### config.mk
export PLATFORM = sky130hd
export DESIGN_NAME = speck32_dec_core
export DESIGN_NICKNAME = d
export VERILOG_FILES = /design/src/rtl/speck32_dec_core.sv
export SDC_FILE = /design/constraint.sdc
export NUM_CORES = 1
export LEC_CHECK = 0
export ABC_AREA = 1
export BUFFER_PORTS_ARGS = -buffer_cell sky130_fd_sc_hd__buf_2
export CAP_MARGIN = 0
export CORE_UTILIZATION = 52
export DETAILED_ROUTE_END_ITERATION = 10
export PLACE_DENSITY = 0.8
export SETUP_SLACK_MARGIN = 0.15
export SLEW_MARGIN = 20
export SYNTH_ARGS = -nofsm -noshare
export SYNTH_HDL_FRONTEND = slang
export SYNTH_SLANG_ARGS = --single-unit
### constraint.sdc
create_clock -name clk -period 6.85 [get_ports clk]
set_input_delay 0.685 -clock clk [delete_from_list [all_inputs] [get_ports clk]]
set_output_delay 0.685 -clock clk [all_outputs]
set_load 0.01 [all_outputs]
### src/rtl/speck32_dec_core.sv
// Iterative SPECK32/64 decryption core: one inverse round per RUN cycle, round keys read highest index first.
// Define SPECK_DEC_2ROUND_EN to run two inverse rounds per cycle (rk0 then rk1); ROUNDS must then be even.
module speck32_dec_core #(
  parameter int ROUNDS = 22,
  parameter int ALPHA  = 7,
  parameter int BETA   = 2
) (
  input  logic        clk,
  input  logic        rst_n,
  input  logic        in_valid,
  output logic        in_ready,
  input  logic [15:0] ct_x,
  input  logic [15:0] ct_y,
  output logic        key_rd,
  output logic [4:0]  key_idx,
  input  logic [15:0] rk0,
  input  logic [15:0] rk1,
  output logic        out_valid,
  input  logic        out_ready,
  output logic [15:0] pt_x,
  output logic [15:0] pt_y,
  output logic        busy
);

  typedef enum logic [1:0] {IDLE, RUN, DONE} state_t;
  typedef struct packed {
    logic [15:0] x;
    logic [15:0] y;
  } blk_t;

  localparam int AL = ALPHA % 16;
  localparam int BR = BETA % 16;
  localparam logic [4:0] IDX_TOP = 5'(ROUNDS - 1);

  generate
    if (ROUNDS < 1 || ROUNDS > 31) begin : g_bad_rounds
      $error("speck32_dec_core: ROUNDS must be in 1..31");
    end
  endgenerate

`ifdef SPECK_DEC_2ROUND_EN
  localparam logic [4:0] IDX_STEP = 5'd2;
  localparam logic [4:0] IDX_LAST = 5'd1;
  generate
    if ((ROUNDS % 2) != 0) begin : g_odd_rounds
      $error("speck32_dec_core: ROUNDS must be even in two-round mode");
    end
  endgenerate
`else
  localparam logic [4:0] IDX_STEP = 5'd1;
  localparam logic [4:0] IDX_LAST = 5'd0;
  logic rk1_unused;
  assign rk1_unused = ^rk1;
`endif

  function automatic logic [15:0] rotl(input logic [15:0] v, input int n);
    return (v << n) | (v >> (16 - n));
  endfunction

  // Ripple subtractor a + ~b + 1; the final carry (no-borrow) is dropped so results wrap.
  function automatic logic [15:0] rsub(input logic [15:0] a, input logic [15:0] b);
    logic [15:0] nb, d;
    logic        c;
    nb = ~b;
    c  = 1'b1;
    d  = '0;
    for (int i = 0; i < 16; i++) begin
      d[i] = a[i] ^ nb[i] ^ c;
      c    = (a[i] & nb[i]) | (c & (a[i] ^ nb[i]));
    end
    return d;
  endfunction

  function automatic blk_t inv_round(input blk_t b, input logic [15:0] k);
    blk_t        r;
    logic [15:0] t;
    t   = b.x ^ b.y;
    r.y = rotl(t, (16 - BR) % 16);
    r.x = rotl(rsub(b.x ^ k, r.y), AL);
    return r;
  endfunction

  state_t     state_q, state_d;
  blk_t       blk_q, blk_d, blk_r1, blk_rn;
  blk_t       pt_q, pt_d;
  logic [4:0] key_idx_q, key_idx_d;
  logic       rdy_en_q, rdy_en_d;

  assign blk_r1 = inv_round(blk_q, rk0);
`ifdef SPECK_DEC_2ROUND_EN
  assign blk_rn = inv_round(blk_r1, rk1);
`else
  assign blk_rn = blk_r1;
`endif

  always_comb begin
    state_d   = state_q;
    blk_d     = blk_q;
    pt_d      = pt_q;
    key_idx_d = key_idx_q;
    rdy_en_d  = 1'b1;
    case (state_q)
      IDLE: begin
        if (in_valid && in_ready) begin
          blk_d     = '{x: ct_x, y: ct_y};
          key_idx_d = IDX_TOP;
          state_d   = RUN;
        end
      end
      RUN: begin
        blk_d = blk_rn;
        if (key_idx_q == IDX_LAST) begin
          pt_d      = blk_rn;
          key_idx_d = 5'd0;
          state_d   = DONE;
        end else begin
          key_idx_d = key_idx_q - IDX_STEP;
        end
      end
      DONE: begin
        if (out_ready) state_d = IDLE;
      end
      default: state_d = IDLE;
    endcase
  end

  // rdy_en_q keeps in_ready low while reset is held, even though the state is IDLE.
  always_ff @(posedge clk or negedge rst_n) begin
    if (!rst_n) begin
      state_q   <= IDLE;
      blk_q     <= '0;
      pt_q      <= '0;
      key_idx_q <= '0;
      rdy_en_q  <= 1'b0;
    end else begin
      state_q   <= state_d;
      blk_q     <= blk_d;
      pt_q      <= pt_d;
      key_idx_q <= key_idx_d;
      rdy_en_q  <= rdy_en_d;
    end
  end

  assign in_ready  = (state_q == IDLE) && rdy_en_q;
  assign key_rd    = (state_q == RUN);
  assign out_valid = (state_q == DONE);
  assign busy      = (state_q != IDLE);
  assign key_idx   = key_idx_q;
  assign pt_x      = pt_q.x;
  assign pt_y      = pt_q.y;

endmodule
== Word level (Yosys, flattened, before mapping) ==
Cells that the tools add are included.

* Bits in registers: 72
* Input port bits: 68
* Output and inout port bits: 41

* Add/subtract/negate cells: 1
* Eq/ne operators: 5
* Muxes and demuxes: 9
* Bitwise gates (word level): 81
* Reduce and logical (&&, ||, !) cells: 9

{| class="wikitable"
|+ Operator list
! kind !! count
|-
| 32-bit case mux with 2 select lines || 1
|-
| 32-bit two-way mux || 1
|-
| 16-bit XOR || 2
|-
| 1-bit XOR || 31
|-
| 1-bit AND || 29
|-
| 16-bit inverter || 1
|-
| 16-bit by 14-bit bitwise OR with 16-bit output || 1
|-
| 16-bit by 7-bit bitwise OR with 16-bit output || 1
|-
| 1-bit bitwise OR || 15
|-
| 5-bit two-way mux || 2
|-
| 5-bit case mux with 2 select lines || 1
|-
| 2-bit two-way mux || 3
|-
| 2-bit case mux with 3 select lines || 1
|-
| 5-bit logical NOT || 1
|-
| 5-bit by 1-bit subtractor with 5-bit output (second input constant) || 1
|-
| 2-bit by 1-bit inequality test with 1-bit output (second input constant) || 2
|-
| 2-bit AND reduction || 2
|-
| 2-bit nonzero test || 2
|-
| 3-bit AND reduction || 1
|-
| 2-bit by 1-bit equality test with 1-bit output (second input constant) || 1
|-
| 2-bit equality test (second input constant) || 1
|-
| 1-bit logical AND || 2
|-
| 2-bit logical NOT || 1
|-
| 2-bit inequality test (second input constant) || 1
|-
| 1-bit inverter || 1
|}

== Longest topological paths before layout ==
* Depth in word-level cells: 36
* Gate-level depth with buffers: 27
* Mapped depth without buffers: 27

== Worst setup path before layout ==
OpenSTA, ideal clock, no wires.

* Path kind: input-to-reg
* Start point: input rk0[0]
* End point: register blk_q[22] (netlist name)
* Arrival: 6.379 ns
* Data required time: 6.732 ns
* Slack: 0.353 ns
* Cell stages on the path: 26
* Path buffers: 0
* Cell sequence: xnor2_1 ha_1 fa_1 fa_1 fa_1 fa_1 fa_1 inv_1 fa_1 inv_1 fa_1 fa_1 fa_1 fa_1 fa_1 inv_1 fa_1 inv_1 fa_1 fa_1 inv_1 nand2_1 nand3_1 nand3_1 nand3_1 nand2_1

* Longest elaborated chain between the ends: 34
* Elaborated cells between the ends (all ways): 35

{| class="wikitable"
|+ Ends and longest elaborated chain
! element !! line !! text
|-
| from (decl) || 16 || <nowiki>input logic [15:0] rk0,</nowiki>
|-
| 16-bit XOR * || 79 || <nowiki>r.x = rotl(rsub(b.x ^ k, r.y), AL);</nowiki>
|-
| 1-bit AND or 1-bit XOR (tied branches) || 69 || <nowiki>c = (a[i] & nb[i]) | (c & (a[i] ^ nb[i]));</nowiki>
|-
| 1-bit bitwise OR * || 69 ||
|-
| 1-bit AND * || 69 ||
|-
| 1-bit bitwise OR * || 69 ||
|-
| 1-bit AND * || 69 ||
|-
| 1-bit bitwise OR * || 69 ||
|-
| 1-bit AND * || 69 ||
|-
| [... 18 more ...] || - ||
|-
| 1-bit bitwise OR * || 69 ||
|-
| 1-bit AND * || 69 ||
|-
| 1-bit bitwise OR * || 69 ||
|-
| 1-bit AND * || 69 ||
|-
| 1-bit bitwise OR * || 69 ||
|-
| 1-bit XOR * || 68 || <nowiki>d[i] = a[i] ^ nb[i] ^ c;</nowiki>
|-
| 16-bit by 7-bit bitwise OR with 16-bit output * || 57 || <nowiki>return (v << n) | (v >> (16 - n));</nowiki>
|-
| 32-bit case mux with 2 select lines * || 102 || <nowiki>case (state_q)</nowiki>
|-
| to (signal assigned) || 137 || <nowiki>blk_q <= blk_d;</nowiki>
|-
| to (decl) || 84 || <nowiki>blk_t blk_q, blk_d, blk_r1, blk_rn;</nowiki>
|}

Every way passes the cells marked *; elsewhere a longest branch is shown, timed or not.
A chain may end at the register's enable or synchronous reset.

==> run metrics <==
WL/cell 15.99 um; post-CTS setup buffers 0; cell mode on critical path fa_2; Worst Tran Pin Value 0.9043 ns; num rows 30; Final Setup Violations 0; final hold vios 0; Combinational Power Share 58.8%; Setup crit start kind flip-flop; DPL Wire Length 6.487 mm; Congestion Overflow GR 0; Remaining DRCs 0; LEAKAGE 2.228 nW; CTS sink count 72; # IOs 109; via/cell ratio 5.323; Design Area, Final 4497 um^2; Routed Antenna Nets 0; RSZ-0062 raised after global routing no; largest net degree at the start of global routing 73; DIE AREA 7599 um^2; R2R Setup Slk 0.39 ns; Worst Path Required 7.10 ns; Final Cycle Share 94.31%; via count 3061; Critical-path top delay cell dfrtp_1; Synth-to-Final Area Change 19.20%; FF-to-FF path depth 26; mean post-synth cell area 9.673 um^2; Sw Ratio 46.21%; Reg clk slew, reported paths 0.08 ns; Peak Freq 154.8 MHz; vias in the first global route 2985; total power draw 0.002978 W; pwr/cell area 662.4 nW/um^2; synthesized flop and latch total 72; Setup crit end kind flip-flop; post-synth top area share 47.76%; worst r2r src blk_q[18]; Peak VDD IR 0.0002916 V; CTS H-Tree Depth 3; Initial Utilization 54.62%; yosys warns 0; sequential-to-total area share from yosys stat 47.76%; Synthesized Nets 474; Setup Total Neg Slack 0 ns; hold path cells 2; latest clock arrival within the worst-skew pair 0.36 ns; commonest non-fill, non-tap cell in the layout nand2_1; sequential share of power 27.0%; min Tclk post-route 6.461 ns; CTS tree yes; CTS buffer count 9; GPL Wtd Cong 0.8404; buffers added on ports 92; drt total wl 9.197 mm; Critical Path Start blk_q[18]; fin nets 558; Max FO, Critical Path 3; relative slew slack 39.72%; CP max stage delay 0.44 ns; HP Start pt_y[3]; clock share of power 14.3%; crit path DAT 6.71 ns; Post-DP Area 4203 um^2; clock skew 0.008345 ns; final core occ 65.11%; reg-to-reg endpoint blk_q[22]; cell internal pwr 0.001602 W; CTS Root Cell clkbuf_8; Cell variety after synth 29; Max-cap violations 0; first-pass GRT wire length 14.48 mm; Hold Buf Count CTS 0; initial antenna violation count 0; cell taking the most area after synthesis dfrtp_1; status finished, final reports clean; Max Root-Sink Buffers 2; layout cells sized above 1 30.90%; number of DRC markers in iteration 0 215; Mapped Area 3772 um^2; P_sw 0.001376 W; Die Y 87.18 um; die width 87.18 um; most frequent cells in the layout nand2_1 (125), buf_2 (92), dfrtp_1 (72); 1st-pass router iterations 5; gr usage total 26.16%; Hold Path Class reg -> reg; Synth Instances 390; diode count 0; Hold EP pt_y[3]; Slew Limit Fails 0; crit path kind reg -> reg; top cells by area, synth dfrtp_1 (48%), nand2_1 (12%), fa_1 (7.4%), nand3_1 (7.4%), xnor2_1 (3.9%); Core ar. 6907 um^2
flip-flops by register name (all words and copies together) (netlist names):
signal    count
state_q       2
pt_y         16
rdy_en_q      1
key_idx       5
blk_q        32
pt_x         16
layer usage:
layer  vias up  GRT usage (%)  wire [um]
li1       1435              -          -
met1      1487          34.55       3910
met2       122          42.30       4485
met3        17          4.455        582
met4         0          12.37        218
met5         -              0          0
worst max-delay path by stage:
stage,to,slack (ns),cells after the start
2_1_floorplan,blk_q[22],0.35,26
3_3_place_gp,blk_q[22],-0.09,27
3_5_place_dp,blk_q[22],-0.22,27
4_1_cts,blk_q[22],0.18,26
5_1_grt,blk_q[22],0.17,27
6_report,blk_q[22],0.39,26
area by class of cell:
class | count | area, um^2
Multi-Input combinational cell | 279 | 1784
Clock buffer | 9 | 123.9
Sequential cell | 72 | 1802
Clock inverter | 7 | 125.1
Inverter | 19 | 73.82
Fill cell | 592 | 2410
Tap cell | 96 | 120.1
Timing Repair Buffer | 93 | 467.9
critical path, delay by kind of cell, from the launching register on:
family,cells,cell delay [ns]
xor gates and xnor gates,1,0.21
adders and majority gates,15,4.97
and+or+nand+nor,5,0.40
buffers and inverters,5,0.35
DFF,1,0.44
cells in the mapped netlist:
cell type and number:
buf_2 2, buf_4 7, buf_6 7, clkbuf_1 3
clkbuf_2 1, conb_1 1, dfrtp_1 72, fa_1 14
ha_1 2, inv_1 16, inv_2 2, inv_4 1
nand2_1 125, nand2_2 1, nand3_1 56, nand3_2 1
nand3b_4 1, nor2_1 1, nor2_2 2, nor2_4 1
nor2_8 1, o211ai_1 16, o21ai_0 2, o21ai_1 3
o21ai_2 16, o22ai_1 1, o31ai_1 1, xnor2_1 17
xor2_1 17
logic make-up after synthesis:
logic type / count (synthesis) / share of synthesized area (%)
fa+ha+maj: 16 / 8.093
simple gates: 189 / 22.09
flops: 72 / 47.76
buf+inv: 39 / 6.136
xor+xnor: 34 / 7.894
compound gates: 39 / 7.927
other cells: 1 / 0.09941
power by group through the flow:
stage,registers [W],logic (W),clock network (W)
4_1_cts,0.000800,0.00170,0.000425
3_3_place_gp,0.000794,0.00161,0
3_5_place_dp,0.000807,0.00166,0
6_report,0.000803,0.00175,0.000425
5_1_grt,0.000826,0.00191,0.000443
2_1_floorplan,0.000829,0.00113,0
stage by stage:
stage               instances  setup WS [ns]  hold WS (ns)
floorplan                 390         0.3534        0.3894
global route              575         0.1713        0.4888
detailed placement        559        -0.2150        0.4531
finish                    575         0.3895        0.4704
global placement          559       -0.08567        0.4517
CTS                       575         0.1850        0.4741
what timing repair did:
action                                  CTS  global route
gates resized for setup                   2            11
endpoints found under the hold margin     0             0
pin swaps                                 0             2
endpoints found under the setup margin    2             2
No activity file was read; power rests on OpenSTA's default activity.
